`src/rtl/llc_pipe_ctrl_pkg.sv`:
```
// ---------------------------------------------------------------------------
// llc_pipe_ctrl_pkg
// Shared constants and types for the LLC pipeline controller.
//   LLC_PIPE_STAGES  : default pipeline depth
//   LLC_SET_BITS     : default set-index width
//   LLC_PKT_WIDTH    : default opaque payload width
//   llc_set_t        : set index type
//   llc_pipe_entry_t : {set, pkt} record held by one pipeline stage
//   sat_inc32()      : saturating 32-bit increment used by the statistics
// ---------------------------------------------------------------------------
package llc_pipe_ctrl_pkg;

   localparam int LLC_PIPE_STAGES = 5;
   localparam int LLC_SET_BITS    = 9;
   localparam int LLC_PKT_WIDTH   = 16;

   typedef logic [LLC_SET_BITS-1:0] llc_set_t;

   typedef struct packed {
      llc_set_t                 set;
      logic [LLC_PKT_WIDTH-1:0] pkt;
   } llc_pipe_entry_t;

   // Counters stick at all-ones instead of wrapping back to zero.
   function automatic logic [31:0] sat_inc32(input logic [31:0] v);
      return (v == 32'hFFFF_FFFF) ? v : v + 32'd1;
   endfunction

endpackage

```
`src/rtl/llc_pipe_stage.sv`:
```
// ---------------------------------------------------------------------------
// llc_pipe_stage
// One pipeline slot: a valid bit plus the set index and payload of the
// request it holds.
//   clk_i    : clock
//   rst_ni   : asynchronous active-low reset (clears valid and data)
//   flush_i  : synchronous clear of the valid bit (has priority)
//   load_i   : capture set_i/pkt_i and mark the slot valid
//   clear_i  : occupant has moved on; mark the slot empty
//   set_i    : incoming set index
//   pkt_i    : incoming payload
//   valid_o  : slot occupied
//   set_o    : held set index
//   pkt_o    : held payload
// load_i wins over clear_i so a slot that empties and refills in the same
// cycle stays valid with the new occupant.
// ---------------------------------------------------------------------------
module llc_pipe_stage
   import llc_pipe_ctrl_pkg::*;
#(
   parameter int SET_BITS  = LLC_SET_BITS,
   parameter int PKT_WIDTH = LLC_PKT_WIDTH
) (
   input  logic                 clk_i,
   input  logic                 rst_ni,
   input  logic                 flush_i,
   input  logic                 load_i,
   input  logic                 clear_i,
   input  logic [SET_BITS-1:0]  set_i,
   input  logic [PKT_WIDTH-1:0] pkt_i,
   output logic                 valid_o,
   output logic [SET_BITS-1:0]  set_o,
   output logic [PKT_WIDTH-1:0] pkt_o
);

   logic                 valid_q, valid_d;
   logic [SET_BITS-1:0]  set_q, set_d;
   logic [PKT_WIDTH-1:0] pkt_q, pkt_d;

   always_comb begin
      valid_d = valid_q;
      set_d   = set_q;
      pkt_d   = pkt_q;
      if (flush_i) begin
         valid_d = 1'b0;
      end else if (load_i) begin
         valid_d = 1'b1;
         set_d   = set_i;
         pkt_d   = pkt_i;
      end else if (clear_i) begin
         valid_d = 1'b0;
      end
   end

   always_ff @(posedge clk_i or negedge rst_ni) begin
      if (!rst_ni) begin
         valid_q <= 1'b0;
         set_q   <= '0;
         pkt_q   <= '0;
      end else begin
         valid_q <= valid_d;
         set_q   <= set_d;
         pkt_q   <= pkt_d;
      end
   end

   assign valid_o = valid_q;
   assign set_o   = set_q;
   assign pkt_o   = pkt_q;

endmodule

```
`src/rtl/llc_pipe_ctrl.sv`:
```
// ---------------------------------------------------------------------------
// llc_pipe_ctrl
// In-order pipeline controller for the LLC core: NUM_STAGES overlapped
// stages with per-stage done/backpressure and a set-hazard check at entry.
//   clk_i         : clock
//   rst_ni        : asynchronous active-low reset
//   flush_i       : synchronous clear of all stages
//   in_valid_i    : new request offered
//   in_ready_o    : request accepted on this edge when in_valid_i & in_ready_o
//   in_set_i      : set of the offered request
//   in_pkt_i      : payload of the offered request
//   stage_done_i  : bit i set -> stage i finished and may advance
//   stage_valid_o : occupancy per stage
//   stage_set_o   : flattened, stage i at [i*SET_BITS +: SET_BITS]
//   stage_pkt_o   : flattened, stage i at [i*PKT_WIDTH +: PKT_WIDTH]
//   hazard_o      : in_valid_i and in_set_i matches a valid stage's set
//   out_valid_o   : last stage valid and done
//   out_ready_i   : downstream accepts
//   out_set_o     : set of the last stage
//   out_pkt_o     : payload of the last stage
// Optional build macro LLC_PIPE_STATS_EN adds saturating counters:
//   stat_hazard_cnt_o : cycles with in_valid_i & hazard_o
//   stat_stall_cnt_o  : cycles with in_valid_i & !in_ready_o & !hazard_o
// ---------------------------------------------------------------------------
module llc_pipe_ctrl
   import llc_pipe_ctrl_pkg::*;
#(
   parameter int NUM_STAGES = LLC_PIPE_STAGES,
   parameter int SET_BITS   = LLC_SET_BITS,
   parameter int PKT_WIDTH  = LLC_PKT_WIDTH
) (
   input  logic                            clk_i,
   input  logic                            rst_ni,
   input  logic                            flush_i,
   input  logic                            in_valid_i,
   output logic                            in_ready_o,
   input  logic [SET_BITS-1:0]             in_set_i,
   input  logic [PKT_WIDTH-1:0]            in_pkt_i,
   input  logic [NUM_STAGES-1:0]           stage_done_i,
   output logic [NUM_STAGES-1:0]           stage_valid_o,
   output logic [NUM_STAGES*SET_BITS-1:0]  stage_set_o,
   output logic [NUM_STAGES*PKT_WIDTH-1:0] stage_pkt_o,
   output logic                            hazard_o,
   output logic                            out_valid_o,
   input  logic                            out_ready_i,
   output logic [SET_BITS-1:0]             out_set_o,
   output logic [PKT_WIDTH-1:0]            out_pkt_o
`ifdef LLC_PIPE_STATS_EN
   ,
   output logic [31:0]                     stat_hazard_cnt_o,
   output logic [31:0]                     stat_stall_cnt_o
`endif
);

   logic [NUM_STAGES-1:0] valid;
   logic [NUM_STAGES-1:0] adv;
   logic [NUM_STAGES-1:0] load;
   logic [NUM_STAGES-1:0] match;
   logic [SET_BITS-1:0]   set_arr [NUM_STAGES];
   logic [PKT_WIDTH-1:0]  pkt_arr [NUM_STAGES];
   logic                  accept;

   for (genvar gi = 0; gi < NUM_STAGES; gi++) begin : g_stage
      if (gi == 0) begin : g_head
         assign load[gi] = accept;
      end else begin : g_body
         assign load[gi] = adv[gi-1];
      end

      llc_pipe_stage #(
         .SET_BITS  (SET_BITS),
         .PKT_WIDTH (PKT_WIDTH)
      ) u_stage (
         .clk_i   (clk_i),
         .rst_ni  (rst_ni),
         .flush_i (flush_i),
         .load_i  (load[gi]),
         .clear_i (adv[gi]),
         .set_i   ((gi == 0) ? in_set_i : set_arr[(gi == 0) ? 0 : gi-1]),
         .pkt_i   ((gi == 0) ? in_pkt_i : pkt_arr[(gi == 0) ? 0 : gi-1]),
         .valid_o (valid[gi]),
         .set_o   (set_arr[gi]),
         .pkt_o   (pkt_arr[gi])
      );

      // Compare against every stage valid at the start of the cycle, even a
      // retiring one: a same-set follower always waits one extra cycle, which
      // keeps the bubble count independent of downstream timing.
      assign match[gi] = valid[gi] & (set_arr[gi] == in_set_i);

      assign stage_set_o[gi*SET_BITS  +: SET_BITS]  = set_arr[gi];
      assign stage_pkt_o[gi*PKT_WIDTH +: PKT_WIDTH] = pkt_arr[gi];
   end

   assign out_valid_o = valid[NUM_STAGES-1] & stage_done_i[NUM_STAGES-1] & ~flush_i;

   // Ready chain evaluated from the tail backwards so a full pipe can move
   // every stage on the same edge.
   always_comb begin
      adv             = '0;
      adv[NUM_STAGES-1] = out_valid_o & out_ready_i;
      for (int i = NUM_STAGES-2; i >= 0; i--) begin
         adv[i] = valid[i] & stage_done_i[i] & (~valid[i+1] | adv[i+1]);
      end
   end

   assign hazard_o   = in_valid_i & (|match);
   // rst_ni gating keeps in_ready low while reset is held, not just after it.
   assign in_ready_o = rst_ni & (~valid[0] | adv[0]) & ~hazard_o & ~flush_i;
   assign accept     = in_valid_i & in_ready_o;

   assign stage_valid_o = valid;
   assign out_set_o     = set_arr[NUM_STAGES-1];
   assign out_pkt_o     = pkt_arr[NUM_STAGES-1];

`ifdef LLC_PIPE_STATS_EN
   logic [31:0] hazard_cnt_q, hazard_cnt_d;
   logic [31:0] stall_cnt_q, stall_cnt_d;

   always_comb begin
      hazard_cnt_d = hazard_cnt_q;
      stall_cnt_d  = stall_cnt_q;
      if (hazard_o) begin
         hazard_cnt_d = sat_inc32(hazard_cnt_q);
      end
      if (in_valid_i & ~in_ready_o & ~hazard_o) begin
         stall_cnt_d = sat_inc32(stall_cnt_q);
      end
   end

   always_ff @(posedge clk_i or negedge rst_ni) begin
      if (!rst_ni) begin
         hazard_cnt_q <= '0;
         stall_cnt_q  <= '0;
      end else begin
         hazard_cnt_q <= hazard_cnt_d;
         stall_cnt_q  <= stall_cnt_d;
      end
   end

   assign stat_hazard_cnt_o = hazard_cnt_q;
   assign stat_stall_cnt_o  = stall_cnt_q;
`endif

endmodule

```
`config.mk`:
```
export PLATFORM = sky130hd
export DESIGN_NAME = llc_pipe_ctrl
export DESIGN_NICKNAME = d
export VERILOG_FILES = /design/src/rtl/llc_pipe_ctrl_pkg.sv /design/src/rtl/llc_pipe_stage.sv /design/src/rtl/llc_pipe_ctrl.sv
export SDC_FILE = /design/constraint.sdc
export NUM_CORES = 1
export LEC_CHECK = 0
export CAP_MARGIN = 20
export CORE_AREA = 4 4 140 142
export CTS_BUF_LIST = sky130_fd_sc_hd__clkbuf_8
export DETAILED_ROUTE_END_ITERATION = 10
export DIE_AREA = 0 0 144 146
export PLACE_DENSITY_LB_ADDON = 0.3
export SETUP_SLACK_MARGIN = 0.3
export SLEW_MARGIN = 20
export SYNTH_ARGS = -nofsm -noshare
export SYNTH_HDL_FRONTEND = slang
export SYNTH_HIERARCHICAL = 1
export SYNTH_SLANG_ARGS = --single-unit
```
`constraint.sdc`:
```
create_clock -name clk_i -period 2.6 [get_ports clk_i]
set_input_delay 0.26 -clock clk_i [delete_from_list [all_inputs] [get_ports clk_i]]
set_output_delay 0.26 -clock clk_i [all_outputs]
set_load 0.02 [all_outputs]
```
==> out/metrics.yaml <==
netlist_instances: 407
r2r_slack_ns: 0.34
antenna_found_initial: 0
clockRootBuffer: "clkbuf_8"
final_cell_count_no_fill: 841
portBuffers: 192
yosysSeqAreaShare: 0.513
grt_max_degree: 63
ys_ff_latch: 130
row_count: 50
coreArea_um2: 18500
cts_buffers: 17
initialDrtViolationCount: 165
rsz0062_at_grt: "true"
grt_pass1_vias: 4083
clock.fmax_mhz: 422
wl_per_cell_um: 18.9
hold_ws_ns: 0.281
fin_area_um2: 8800
power_density_nw_per_um2: 683
syn_nets: 442
dpl_cell_area_um2: 8260
place_ws_ns: -0.168
yosys_warnings: 6
start_kind: "primary input"
syn_area_um2: 6340
critPathArrivalTime_ns: 2.11
hold_viol: 0
routed_wl_mm: 15.9
synthArstFlopShare: 1.00
ios: 193
cp_max_fo: 6
cap_violations: 0
die_x_um: 144
slew_headroom: 0.469
dp_hpwl_mm: 11.6
clock_sinks: 130
vias: 3850
grt_overflow: 0
post-route-period-util: 0.911
start_util: 0.344
cp.required_ns: 2.34
outcome: "completed"
synth-edff-count: 0
final_max_slew_viol_count: 0
synth_cell_types: 30
drt_pass1_iterations: 4
crit_type: "in2out"
skew_ns: 0.0102
synth_top_area_share: 0.513
synth_area_leaders: "dfrtp_1 51%, mux2_4 24%, mux2_2 4.4%, xor2_1 4.4%, buf_12 3.2%"
synthTopCellsByCount: "130 x dfrtp_1, 100 x mux2_4, 32 x xor2_1, 26 x buf_4, 25 x mux2_2"
ir_worst_vdd_v: 0.000356
drcViolationCount: 0
cts_tree: "yes"
grt_pass1_wl_mm: 24.1
drive_gt1_frac: 0.336
fin_crit_ns: 2.37
synth_top_area_cell: "dfrtp_1"
path_clk_slew_ns: 0.08
area_growth_pct: 38.8
hp-class: "in2async"
n_antenna_cell: 0
setup_violations: 0
h-tree-depth: 4
power_leakage_nw: 3.83
setup_slack_ns: 0.232
via_per_inst: 4.58
avgSynthCellArea_um2: 15.6
dieArea_um2: 21000
layout.nets: 632
clkLatencyLatePin_ns: 0.43
crit_path_end_kind: "primary output"
cts_buffer_depth: 2
gp_routability_congestion: 0.780
placedCellCount: 802
worst_pin_slew_ns: 0.797
synth_flop_cell: "dfrtp_1"
grt_usage: 0.150
die_y_um: 146
antenna_left: 0
synth_most_common_cell: "dfrtp_1"
[area by class of cell]
| cell class | count | area [um2] |
|---|---|---|
| timing repair buffer | 220 | 2270 |
| fill | 1584 | 9660 |
| tap | 234 | 293 |
| inverter | 7 | 26.3 |
| sequential | 130 | 3260 |
| clock inverter | 11 | 116 |
| multi-input combinational | 221 | 2580 |
| clock buffer | 18 | 248 |
[where the power goes]
group	internal, mW	switching, mW
sequential	2.31	0.316
clock	0.851	0.766
combinational	0.998	0.765
[routing by layer]
metal  global-route usage  wire (um)
met5                    0          0
met1                0.209       7420
met4               0.0466        165
met2                0.225       7410
met3               0.0421        939
[state kept, by name, indices dropped and copies added (netlist names)]
register	count
g_stage.u_stage/valid_o	5
g_stage.u_stage/pkt_o	80
g_stage.u_stage/set_o	45
[stage by stage]
step / power [mW] / utilization / setup TNS, ns
floorplan: 3.48 / - / 0
global placement: 4.34 / 0.448 / -2.48
detailed placement: 4.37 / 0.448 / -2.90
CTS: 6.08 / 0.470 / 0
global route: 6.30 / 0.477 / 0
finish: 6.01 / 0.477 / 0
[final timing paths]
kind                                        startpoint                            to  depth (start not counted)
setup / recovery                           in_set_i[6]                    in_ready_o                          8
hold / removal                                  rst_ni   g_stage[0].u_stage/set_o[8]                          2
setup reg to reg           g_stage[2].u_stage/set_o[6]  g_stage[0].u_stage/pkt_o[11]                         10
hold reg to reg            g_stage[3].u_stage/pkt_o[0]   g_stage[4].u_stage/pkt_o[0]                          1
max in group asynchronous                       rst_ni   g_stage[3].u_stage/set_o[1]                          3
min in group clk_i                        in_pkt_i[12]  g_stage[0].u_stage/pkt_o[12]                          2
[cell families after synthesis]
logic type      count (synthesis)  share of synthesized area
buf+inv                        56                     0.0876
xor+xnor                       45                     0.0622
compound gates                 11                     0.0109
flops                         130                      0.513
mux                           125                      0.281
simple gates                   40                     0.0450
[timing repair]
item / in CTS / in global routing
resized for setup: 14 / 12
gates cloned: 0 / 2
hold buffers: 1 / 0
endpoints found under the setup margin: 7 / 27
buffers inserted: 5 / 2
endpoints found under the hold margin: 27 / 0
pin swaps: 3 / 4
[placed cells by master (no fill, tap or decap), types with 2 or more instances in the layout]
master	instances
nand2b_1	5
mux2_2	25
buf_12	9
mux2_4	100
bufinv_16	2
buf_4	17
nand4_1	6
nor4_1	4
clkdlybuf4s50_1	187
clkinv_2	5
nor3b_1	2
dlygate4sd2_1	2
a21oi_1	5
clkinvlp_4	3
nand2_1	4
and3_1	3
clkbuf_16	2
xnor2_1	13
dfrtp_1	125
dfrtp_2	5
inv_1	7
xor2_2	2
nor4_2	4
clkbuf_8	18
xor2_1	30
nor2b_4	5
[critical path, stage by stage]
cell	delay [ns]
clkdlybuf4s50_1	0.57
xor2_1	0.24
nor4_1	0.31
nand4_1	0.13
and3_4	0.20
a21boi_2	0.14
nor3b_1	0.07
buf_4	0.17
(Power assumes the default switching activity.)
